`src/rtl/mux2_arb_pkg.sv`:
```
// rtl/mux2_arb_pkg.sv - shared types and constants for the two-requester round-robin mux arbiter
//
// Purpose: arbiter state encoding and mux select constants used by
//          mux2_rr_arbiter and mux2_datapath.
// Ports:   none (package).
package mux2_arb_pkg;

  typedef enum logic [1:0] {
    IDLE = 2'd0,
    OWN0 = 2'd1,
    OWN1 = 2'd2
  } arb_state_e;

  localparam logic SEL_D0 = 1'b0;
  localparam logic SEL_D1 = 1'b1;

endpackage

```
`src/rtl/mux2_datapath.sv`:
```
// rtl/mux2_datapath.sv - combinational 2:1 bus mux shared by the two requesters
//
// Purpose: steer one of two requester buses onto the consumer bus.
// Ports:
//   d0   in  [WIDTH-1:0]  requester 0 data
//   d1   in  [WIDTH-1:0]  requester 1 data
//   sel  in  1            SEL_D0 picks d0, SEL_D1 picks d1
//   dout out [WIDTH-1:0]  selected data
module mux2_datapath
  import mux2_arb_pkg::*;
#(
  parameter int WIDTH = 8
) (
  input  logic [WIDTH-1:0] d0,
  input  logic [WIDTH-1:0] d1,
  input  logic             sel,
  output logic [WIDTH-1:0] dout
);

  assign dout = (sel == SEL_D1) ? d1 : d0;

endmodule

```
`src/rtl/mux2_rr_arbiter.sv`:
```
// rtl/mux2_rr_arbiter.sv - round-robin req/gnt arbiter driving a shared 2:1 data mux
//
// Purpose: grant one of two requesters at a time, alternating on ties, and
//          present the owner's data with a valid flag.
// Ports:
//   clk, rst          clock, synchronous active-high reset
//   req0, req1        requests, held high for the whole transfer
//   d0, d1            requester data buses
//   gnt0, gnt1        registered grants, never both high
//   sel               registered mux select (0 = d0, 1 = d1), held in IDLE
//   dout              combinational mux output
//   dout_vld          owner's grant and request both high
//   busy              registered, high while a grant is active
// Build option: define MUX2_ARB_TIMEOUT_EN to force a grant hand-over after
//   MAX_HOLD cycles when the other side is waiting.
module mux2_rr_arbiter
  import mux2_arb_pkg::*;
#(
  parameter int WIDTH    = 8,
  parameter int MAX_HOLD = 16
) (
  input  logic             clk,
  input  logic             rst,
  input  logic             req0,
  input  logic             req1,
  input  logic [WIDTH-1:0] d0,
  input  logic [WIDTH-1:0] d1,
  output logic             gnt0,
  output logic             gnt1,
  output logic             sel,
  output logic [WIDTH-1:0] dout,
  output logic             dout_vld,
  output logic             busy
);

  arb_state_e state_q, state_d;
  logic       last_q, last_d;
  logic       sel_q, sel_d;
  logic       gnt0_q, gnt0_d;
  logic       gnt1_q, gnt1_d;
  logic       busy_q, busy_d;
  logic       timeout_hit;

`ifdef MUX2_ARB_TIMEOUT_EN
  localparam int HOLD_W = (MAX_HOLD > 2) ? $clog2(MAX_HOLD) : 1;
  localparam logic [HOLD_W-1:0] HOLD_MAX = HOLD_W'(MAX_HOLD - 1);

  logic [HOLD_W-1:0] hold_cnt_q, hold_cnt_d;

  // Clears on any state change; counts up while a grant is held.
  always_comb begin
    hold_cnt_d = hold_cnt_q;
    if (state_d != state_q) begin
      hold_cnt_d = '0;
    end else if (state_q != IDLE && hold_cnt_q != HOLD_MAX) begin
      hold_cnt_d = hold_cnt_q + 1'b1;
    end
  end

  always_ff @(posedge clk) begin
    if (rst) begin
      hold_cnt_q <= '0;
    end else begin
      hold_cnt_q <= hold_cnt_d;
    end
  end

  assign timeout_hit = (hold_cnt_q == HOLD_MAX);
`else
  // Without the timeout a grant is only released by its request; MAX_HOLD
  // has no effect here.
  assign timeout_hit = 1'b0 & (MAX_HOLD < 2);
`endif

  always_comb begin
    state_d = state_q;
    last_d  = last_q;
    sel_d   = sel_q;
    unique case (state_q)
      // On a tie the requester that did not own last wins.
      IDLE: begin
        if (req0 && (!req1 || last_q)) begin
          state_d = OWN0;
        end else if (req1) begin
          state_d = OWN1;
        end
      end
      // A dropped request hands over directly when the other side waits.
      OWN0: begin
        if (!req0) begin
          state_d = req1 ? OWN1 : IDLE;
        end else if (timeout_hit && req1) begin
          state_d = OWN1;
        end
      end
      OWN1: begin
        if (!req1) begin
          state_d = req0 ? OWN0 : IDLE;
        end else if (timeout_hit && req0) begin
          state_d = OWN0;
        end
      end
      default: state_d = IDLE;
    endcase

    if (state_d == OWN0 && state_q != OWN0) begin
      last_d = 1'b0;
      sel_d  = SEL_D0;
    end else if (state_d == OWN1 && state_q != OWN1) begin
      last_d = 1'b1;
      sel_d  = SEL_D1;
    end

    gnt0_d = (state_d == OWN0);
    gnt1_d = (state_d == OWN1);
    busy_d = (state_d != IDLE);
  end

  always_ff @(posedge clk) begin
    if (rst) begin
      state_q <= IDLE;
      last_q  <= 1'b1;
      sel_q   <= SEL_D0;
      gnt0_q  <= 1'b0;
      gnt1_q  <= 1'b0;
      busy_q  <= 1'b0;
    end else begin
      state_q <= state_d;
      last_q  <= last_d;
      sel_q   <= sel_d;
      gnt0_q  <= gnt0_d;
      gnt1_q  <= gnt1_d;
      busy_q  <= busy_d;
    end
  end

  mux2_datapath #(
    .WIDTH(WIDTH)
  ) u_datapath (
    .d0  (d0),
    .d1  (d1),
    .sel (sel_q),
    .dout(dout)
  );

  assign gnt0     = gnt0_q;
  assign gnt1     = gnt1_q;
  assign sel      = sel_q;
  assign busy     = busy_q;
  assign dout_vld = (gnt0_q & req0) | (gnt1_q & req1);

endmodule

```
`config.mk`:
```
export PLATFORM = sky130hd
export DESIGN_NAME = mux2_rr_arbiter
export DESIGN_NICKNAME = d
export VERILOG_FILES = /design/src/rtl/mux2_arb_pkg.sv /design/src/rtl/mux2_datapath.sv /design/src/rtl/mux2_rr_arbiter.sv
export SDC_FILE = /design/constraint.sdc
export NUM_CORES = 1
export LEC_CHECK = 0
export ABC_AREA = 1
export CORE_MARGIN = 4
export CORE_UTILIZATION = 27
export CTS_CLUSTER_SIZE = 14
export DETAILED_ROUTE_END_ITERATION = 10
export GPL_TIMING_DRIVEN = 0
export PLACE_DENSITY = 0.73
export SYNTH_ARGS = -nofsm -noshare
export SYNTH_HDL_FRONTEND = slang
export SYNTH_SLANG_ARGS = --single-unit
```
`constraint.sdc`:
```
create_clock -name clk -period 0.81 [get_ports clk]
set_input_delay 0.2025 -clock clk [delete_from_list [all_inputs] [get_ports clk]]
set_output_delay 0.2025 -clock clk [all_outputs]
set_load 0.03 [all_outputs]
```
* Word level (Yosys, flattened, before mapping)
Index checks and enable logic that the tools add are counted.
** Word-level totals
- Bits in registers :: 7
- Output and inout bits :: 13
** Operators by class
- Equality and inequality tests :: 6
- Muxes and demuxes :: 10
- Bitwise logic cells :: 3
- Reductions and logical operators :: 9
** Operators by type and width (number)
- 2-bit 2-to-1 mux :: 5
- 8-bit 2-to-1 mux :: 1
- 2-bit case mux with 3 select lines :: 1
- 2-bit by 1-bit equality test with 1-bit output (second input constant) :: 2
- 2-bit equality test (second input constant) :: 2
- 2-bit nonzero test :: 2
- 1-bit logical AND :: 3
- 1-bit 2-to-1 mux :: 3
- 1-bit bitwise AND :: 2
- 2-bit logical NOT :: 1
- 2-bit by 1-bit != test with 1-bit output (second input constant) :: 1
- 2-bit != test (second input constant) :: 1
- 2-bit OR reduction :: 1
- 1-bit logical NOT :: 1
- 1-bit logical OR :: 1
- 1-bit bitwise OR :: 1

* Logic depth before layout (Yosys ltp)
Gate-level depths: netlist of run 1.
- Depth after elaboration :: 9
- Depth in mapped cells :: 7

* Modules after synthesis
From an unflattened synthesis of run 1, not the netlist that was laid out.
** Second synthesis, totals
- Cells, all modules :: 70
- Area, all modules :: 415.4 µm²
** Modules (own cells, without submodules)
- mux2_rr_arbiter :: times used 1, cells an instance 44, area an instance 310.3 µm²
- mux2_datapath :: times used 1, cells an instance 26, area an instance 105.1 µm²

* Least setup slack after synthesis of run 1
No wires, ideal clock.
- Path kind :: register to output
- Start point :: reg sel_q, in the netlist sel
- End point :: out dout[0]
- Arrival time :: 1031 ps
- Path slack :: -424 ps
- Cell stages (with the launch flop) :: 5
- Path through :: dfxtp_1 > buf_2 > inv_2 > nand2_1 > nand2_1
** On the way
- Longest elaborated chain between the ends :: 1
** RTL lines
- from (decl) :: RTL line mux2_rr_arbiter.sv:38 : logic sel_q, sel_d;
- from (signal assigned) :: RTL line mux2_rr_arbiter.sv:130 : sel_q <= sel_d;
- 8-bit 2-to-1 mux :: RTL line mux2_datapath.sv:20 : assign dout = (sel == SEL_D1) ? d1 : d0;
- to (decl) :: RTL line mux2_rr_arbiter.sv:31 : output logic [WIDTH-1:0] dout,
Every way passes these cells.

* Worst setup path after layout of run 1
- Start point :: reg sel_q, in the netlist sel
- End point :: out dout[2]
The elaborated chain is that of the path after synthesis.

==> results of run 1 <==
## sequential cells by signal, summed over array words and instances, names as in the netlist
signal   flops
gnt1         1
gnt0         1
busy         1
sel          1
state_q      2
last_q       1
## where the power goes
part           switching [W]  internal, W
sequential         0.0000454     0.000387
clock               0.000120     0.000187
combinational       0.000403     0.000367
total               0.000569     0.000942
## synthesized netlist by cell type (all sizes together)
cell,n
nand2,34
buf,1
a22o,1
dfxtp,7
o21ai,2
nand3,4
nor2,4
inv,10
nand4,2
## what timing repair did
| action | CTS | global route |
|---|---|---|
| setup buffers | 0 | 1 |
| resized for setup | 102 | 4 |
| pin swaps | 6 | 5 |
| cloned | 1 | 0 |
| endpoints found under the setup margin | 20 | 20 |
## cell families (layout without fill, tap and decap cells)
logic type	count (synthesis)	after routing	synth area share, %
simple gates	44	44	48.23
buf+inv	11	49	10.93
flops	7	7	36.01
compound gates	3	3	4.824
## critical path: cells and delay by family (launching register included)
kind	cells	cell delay, ns
AND/OR/NAND/NOR	2	0.12
buffers and inverters	3	0.33
flip-flops	1	0.34
## final timing paths
kind	slack (ns)	cells past startpoint	endpoint
worst max-delay path	-0.44	5	dout[2]
worst max register to register	-0.17	6	last_q
worst min register to register	0.47	2	last_q
worst min-delay path	0.46	3	state_q[1]
## per-stage QoR
stage	setup WS (ns)	area [sq um]	total power, W	std cells
after global routing	-0.4845	960.9	0.001593	118
after detailed placement	-0.9793	847.1	0.001119	112
after floorplan	-0.1421	508.0	0.0008334	65
after global placement	-0.9761	847.1	0.001105	112
final	-0.4375	960.9	0.001510	118
after CTS	-0.4556	934.6	0.001507	117
## cell type report
cell class | instances | area (sq um)
Buffer | 1 | 20.02
Clock buffer | 4 | 26.28
Fill cell | 103 | 372.9
Inverter | 10 | 45.04
Multi-Input combinational cell | 47 | 340.3
Sequential cell | 7 | 158.9
Tap cell | 15 | 18.77
Timing Repair Buffer | 33 | 342.8
Timing Repair inverter | 1 | 8.758
## routing by layer
layer	up-vias	routed length, um	GRT usage [%]
met5	-	0	0
met2	18	726	23.90
met3	2	126	2.767
li1	277	-	-
met1	223	437	12.18
met4	0	25	10.23
==> impl_metrics.toml, run 1 <==
[status]
status = "finished, violations left"
violations = "setup timing"

[clock_network]
cts_hold_buf = 0
clkSlewWorstSetupHoldPaths_ns = 0.05
cts-buffers-inserted = 3
cts_buffer_depth = 2
clk-insertion-delay-late_ns = 0.25
htree_levels = 1
cts_root_buf = "clkbuf_4"
cts_tree = "built"
cts.sinks = 7

[floorplan]
core_sq_um = 1334
row_count = 13
die-area_sq_um = 2113
io_pins = 33
die_w_um = 45.97
die_h_um = 45.97
start_util_pct = 29.17

[setup_path]
critPathSlowestCell = "dfxtp_4"
crit_path_max_fanout = 10
cp.arrival_ns = 1.05
cp_cell_sequence = "buf_12 -> inv_8 -> nand2_2 -> nand2_4 -> buf_6"
rr_startpoint = "state_q[1]"
end_kind = "output pin"
startpoint_type = "register"
crit_required_ns = 0.61
worstSetupStartpoint = "sel"
slowest_delay_ns = 0.34
worstSetupPathType = "register to output pin"

[drt]
wire_per_inst_um = 11.14
wirelength_um = 1314
drt_iter0_markers = 9
vias = 520
ant_nets = 0
first_pass_iters = 3
drc = 0
viasPerCell = 4.407

[timing]
drv_slew = 0
worst_slew_pin_slew_ns = 0.3182
period_needed_ns = 1.248
clock_skew_ns = 0.0004420
finalCritPeriodShare_pct = 154.0
hold_viol = 0
rsz0062_at_grt = "yes"
setup_viol = 20
finalSetupTns_ns = -5.352
relSlewSlack_pct = 78.87
max_freq_mhz = 801.6
hold_ws_ns = 0.4617
worst_slack_ns = -0.4375

[global_route]
track_usage_pct = 13.07
grt_pass1_wl_um = 1911
grt_pass1_vias = 464
antenna_found_initial = 0
grt_max_degree = 11
grt.overflow.total = 0

[finish]
final_nets = 124
area_growth_pct = 146.9
final_util_pct = 72.05
final_common_cell = "clkdlybuf4s50_1"
antenna_cells = 0
drive_gt1_share_pct = 54.37
layout_common_cells = "clkdlybuf4s50_1, nand2_1, buf_6, nand2_2, nand2_4"

[place]
portBuffers = 32
hpwlAfterDp_um = 1062
routabilityCongestion = 0.6659

[synthesis]
yosysSeqAreaShare_pct = 36.01
synth_cells = 65
avgSynthCellArea_sq_um = 5.987
synth_cell_types = 12
yosys.area.top_type = "dfxtp_1"
synth_top_area_share_pct = 36.01
syn_area_sq_um = 389.1
ys_seq_elements = 7
syn_nets = 85
yosys-top-cells-area = "dfxtp_1, nand2_1, inv_1"
ys_warn_count = 0

[job]
cap_violations = 0

[hold_path]
hold_path.class = "primary input to register"
min_from = "req1"

[power]
power_density_nw_per_um2 = 1572
peakVddDrop_uv = 1011
p_leak_nw = 0.4526
No activity file was read; power rests on OpenSTA's default activity.
==> inputs of run 2 (changes only) <==
--- a/config.mk
+++ b/config.mk
@@ -11,7 +11,9 @@
 export CTS_CLUSTER_SIZE = 14
 export DETAILED_ROUTE_END_ITERATION = 10
 export GPL_TIMING_DRIVEN = 0
+export HOLD_SLACK_MARGIN = 0.06
 export PLACE_DENSITY = 0.73
+export SKIP_CTS_REPAIR_TIMING = 1
 export SYNTH_ARGS = -nofsm -noshare
 export SYNTH_HDL_FRONTEND = slang
 export SYNTH_SLANG_ARGS = --single-unit
==> run 2 against run 1 <==
Sequential share of layout area is 0.22 points higher; core utilization is 0.94 points lower; critical path depth is the same; maximum frequency is 1.7% lower; largest cell class unchanged; the flow still finishes with violations (setup timing); total power fell by 1.5%; non-clock buffer count is 1 lower.
==> impl_metrics.toml, run 2 (synthesis results as in run 1) <==
[finish]
final_nets = 122
antenna_cells = 0
drive_gt1_share_pct = 54.46
instances_no_fill = 116
layout_common_cells = "clkdlybuf4s50_1, nand2_1, buf_6, nand2_2, nand2_4"
largest_reg_flops = 2
top_register = "state_q"
area_growth_pct = 143.7
final_common_cell = "clkdlybuf4s50_1"
stdcell_area_sq_um = 948.4

[clock_network]
cts_tree = "built"
cts_buffer_depth = 2
htree_levels = 1
cts-buffers-inserted = 3
clkSlewWorstSetupHoldPaths_ns = 0.05
cts_root_buf = "clkbuf_4"
cts.sinks = 7
clk-insertion-delay-late_ns = 0.25

[place]
hpwlAfterDp_um = 1062
routabilityCongestion = 0.6659
dp_cells = 112
portBuffers = 32
placed_cell_area_sq_um = 847.1

[drt]
wire_per_inst_um = 10.68
viasPerCell = 4.371
ant_nets = 0
wirelength_um = 1239
drt_iter0_markers = 4
first_pass_iters = 2
drc = 0
vias = 507

[status]
violations = "setup timing"
status = "finished, violations left"

[timing]
finalSetupTns_ns = -5.173
clock_skew_ns = 0.0006927
max_freq_mhz = 788.3
hold_ws_ns = 0.3430
finalCritPeriodShare_pct = 156.6
relSlewSlack_pct = 77.39
worst_slew_pin_slew_ns = 0.3386
rsz0062_at_grt = "yes"
setup_viol = 20
worst_slack_ns = -0.4586
drv_slew = 0
hold_viol = 0
period_needed_ns = 1.269

[global_route]
antenna_found_initial = 0
track_usage_pct = 11.64
grt_pass1_vias = 417
grt_pass1_wl_um = 1690
grt_max_degree = 10
grt.overflow.total = 0

[floorplan]
core_sq_um = 1334
die-area_sq_um = 2113
die_h_um = 45.97
row_count = 13
io_pins = 33
die_w_um = 45.97
start_util_pct = 29.17

[setup_path]
crit_required_ns = 0.61
worstSetupPathType = "register to output pin"
crit_path_max_fanout = 9
end_kind = "output pin"
cp.arrival_ns = 1.07
startpoint_type = "register"

[hold_path]
hold_path.class = "primary input to register"

[power]
p_leak_nw = 0.4728
peakVddDrop_uv = 996.3
power_density_nw_per_um2 = 1569
finalPower_w = 0.001488

[job]
cap_violations = 0
==> run 2: changes by cell type in the layout (fill, tap and decap cells not counted), sizes merged <==
cell	previous run	this run
inv	11	10
dlygate4sd2	3	0
dlymetal6s2s	0	3
buf	14	13
==> run 2: cell type report <==
| type | count | area [sq um] |
|---|---|---|
| buffer | 1 | 11.26 |
| clock buffer | 4 | 26.28 |
| multi-input combinational | 47 | 345.3 |
| tap | 15 | 18.77 |
| timing repair buffer | 32 | 342.8 |
| sequential | 7 | 158.9 |
| inverter | 10 | 45.04 |
| fill | 109 | 385.4 |
==> run 2: stage by stage <==
step | utilization [%] | worst slack (ns)
after floorplan | - | -0.1421
after global placement | 63.51 | -0.9761
after detailed placement | 63.51 | -0.9793
after CTS | 65.48 | -1.013
after global routing | 71.11 | -0.5071
final | 71.11 | -0.4586
==> run 2: worst max-delay path, stage by stage (launching register included) <==
cell and delay (ns):
dfxtp_4 0.34, buf_6 0.14, inv_8 0.09, nand2_2 0.07, nand2_4 0.06, buf_6 0.12
==> run 2: metal layers <==
layer	wire length [um]	GRT usage [%]	vias up
met5	0	0	-
met3	129	2.767	2
met2	671	21.43	18
met4	25	10.23	0
li1	-	-	268
met1	413	10.09	219
==> run 2: final timing paths <==
path,start,slack [ns],cells past startpoint,endpoint
max,sel,-0.46,5,dout[2]
max reg2reg,state_q[1],-0.16,6,last_q
min reg2reg,last_q,0.47,2,last_q
min,req1,0.34,3,state_q[1]
==> run 2: power by group <==
part	switching (W)	total [W]	internal, W
sequential	0.0000397	0.000427	0.000387
combinational	0.000399	0.000752	0.000354
clock	0.000122	0.000309	0.000188
==> inputs of run 3 (changes only) <==
--- a/config.mk
+++ b/config.mk
@@ -6,7 +6,6 @@
 export NUM_CORES = 1
 export LEC_CHECK = 0
 export ABC_AREA = 1
-export CORE_MARGIN = 4
 export CORE_UTILIZATION = 27
 export CTS_CLUSTER_SIZE = 14
 export DETAILED_ROUTE_END_ITERATION = 10
@@ -14,6 +13,7 @@
 export HOLD_SLACK_MARGIN = 0.06
 export PLACE_DENSITY = 0.73
 export SKIP_CTS_REPAIR_TIMING = 1
+export SLEW_MARGIN = 20
 export SYNTH_ARGS = -nofsm -noshare
 export SYNTH_HDL_FRONTEND = slang
 export SYNTH_SLANG_ARGS = --single-unit
==> run 3 against run 2 <==
The flow still finishes with violations (setup timing); cell count did not move; cell area decreased by 4.0%; register-to-register slack barely moved; global-route usage grew 4.2 points; clock skew is 0.0054 ns higher; largest cell class unchanged; die area fell by 24%; first-iteration DRC count is 75% lower; sequential share of layout area grew 0.55 points; worst hold slack worse by 0.0040 ns; non-clock buffer count did not move; count of clock-buffer cells in the layout decreased by 1; via count is 2.0% higher.
==> impl_metrics.toml, run 3 (synthesis results as in run 1) <==
[setup_path]
crit_path_max_fanout = 9
reg2reg_slack_ns = -0.16
cp.arrival_ns = 1.10
rr_startpoint = "state_q[0]"
worstSetupPathType = "register to output pin"
reg2reg_to = "last_q"
startpoint_type = "register"
end_kind = "output pin"
r2r_cells = 6
crit_required_ns = 0.61

[finish]
antenna_cells = 0
final_util_pct = 69.14
layout_common_cells = "clkdlybuf4s50_1, nand2_1, buf_6, nand2_2, nand2_4"
drive_gt1_share_pct = 50.50
final_nets = 122
top_register = "state_q"
area_growth_pct = 134.1
largest_reg_flops = 2
final_common_cell = "clkdlybuf4s50_1"

[power]
seqPwrFrac_pct = 29.0
power_density_nw_per_um2 = 1599
p_sw_share_pct = 38.44
p_int_w = 0.0008967
combPwrFrac_pct = 49.1
p_leak_nw = 0.4667
clkPwrFrac_pct = 21.8
switching_power_w = 0.0005598
peakVddDrop_uv = 1133

[floorplan]
die_h_um = 39.97
core_sq_um = 1318
start_util_pct = 29.53
row_count = 13
die-area_sq_um = 1597
io_pins = 33
die_w_um = 39.97

[clock_network]
cts_root_buf = "clkbuf_4"
clkSlewWorstSetupHoldPaths_ns = 0.06
cts_tree = "built"
clk-insertion-delay-late_ns = 0.26
cts.sinks = 7
cts_buffer_depth = 2
htree_levels = 1
cts-buffers-inserted = 3

[drt]
wire_per_inst_um = 11.27
ant_nets = 0
viasPerCell = 4.457
first_pass_iters = 2
wirelength_um = 1307
vias = 517
drt_iter0_markers = 1
drc = 0

[job]
cap_violations = 0

[status]
status = "finished, violations left"
violations = "setup timing"

[global_route]
grt.overflow.total = 0
grt_pass1_vias = 438
track_usage_pct = 15.86
grt_max_degree = 10
antenna_found_initial = 0
grt_pass1_wl_um = 1669

[timing]
drv_slew = 0
finalCritPeriodShare_pct = 161.2
clock_skew_ns = 0.006081
worst_slack_ns = -0.4958
hold_viol = 0
rsz0062_at_grt = "yes"
finalSetupTns_ns = -5.529
max_freq_mhz = 765.8
hold_ws_ns = 0.3390
period_needed_ns = 1.306
relSlewSlack_pct = 78.07
worst_slew_pin_slew_ns = 0.3285
setup_viol = 20

[hold_path]
hold_end = "gnt1"
min_from = "req1"
hold_path.class = "primary input to register"
hold_depth = 3

[place]
hpwlAfterDp_um = 1041
routabilityCongestion = 0.7401
portBuffers = 32
==> run 3: cell types whose count changed in the layout (fill, tap and decap cells not counted), sizes merged <==
cell	change
clkbuf	-1
clkinv	+1
==> run 3: how the worst max path moves through the flow <==
| stage | to | start | slack, ns | cells past startpoint |
|---|---|---|---|---|
| final | dout[6] | sel | -0.50 | 5 |
| after floorplan | dout[0] | sel | -0.14 | 4 |
| after detailed placement | dout_vld | req1 | -0.98 | 3 |
| after CTS | dout[0] | sel | -1.02 | 5 |
| after global placement | dout_vld | req1 | -0.98 | 3 |
| after global routing | dout[6] | sel | -0.55 | 5 |
==> run 3: critical path, cell delays in order, from the launching register on <==
cell and delay (ns):
dfxtp_4 0.34, buf_6 0.14, inv_8 0.09, nand2_2 0.07, nand2_4 0.06, buf_4 0.15
==> run 3: routing by layer <==
metal	vias to the layer above	routed length (um)	global-route usage, %	part of all wire (%)
li1	271	-	-	-
met1	230	482	17.23	37
met2	14	729	27.82	56
met3	2	73	2.778	5.6
met4	0	22	10.34	1.7
met5	-	0	0	0
==> run 3: final cells by class <==
type / instances / area, sq um
Timing Repair Buffer: 32 / 331.6
Multi-Input combinational cell: 47 / 319.1
Clock inverter: 1 / 5.005
Tap cell: 15 / 18.77
Buffer: 1 / 11.26
Inverter: 10 / 45.04
Clock buffer: 3 / 22.52
Fill cell: 109 / 406.6
Sequential cell: 7 / 157.7
==> run 3: metrics by stage <==
stage | setup WS [ns] | area [sq um] | total power (W) | instances
global route | -0.5510 | 910.9 | 0.001542 | 116
floorplan | -0.1421 | 508.0 | 0.0008334 | 65
detailed placement | -0.9818 | 847.1 | 0.001116 | 112
CTS | -1.023 | 874.6 | 0.001433 | 116
finish | -0.4958 | 910.9 | 0.001456 | 116
global placement | -0.9759 | 847.1 | 0.001102 | 112
==> run 3: power by group through the flow <==
stage / Sequential (W) / Combinational, W / Clock (W)
floorplan: 0.000459 / 0.000375 / 0
global placement: 0.000416 / 0.000686 / 0
detailed placement: 0.000418 / 0.000697 / 0
CTS: 0.000411 / 0.000698 / 0.000324
global route: 0.000428 / 0.000766 / 0.000348
finish: 0.000423 / 0.000716 / 0.000318
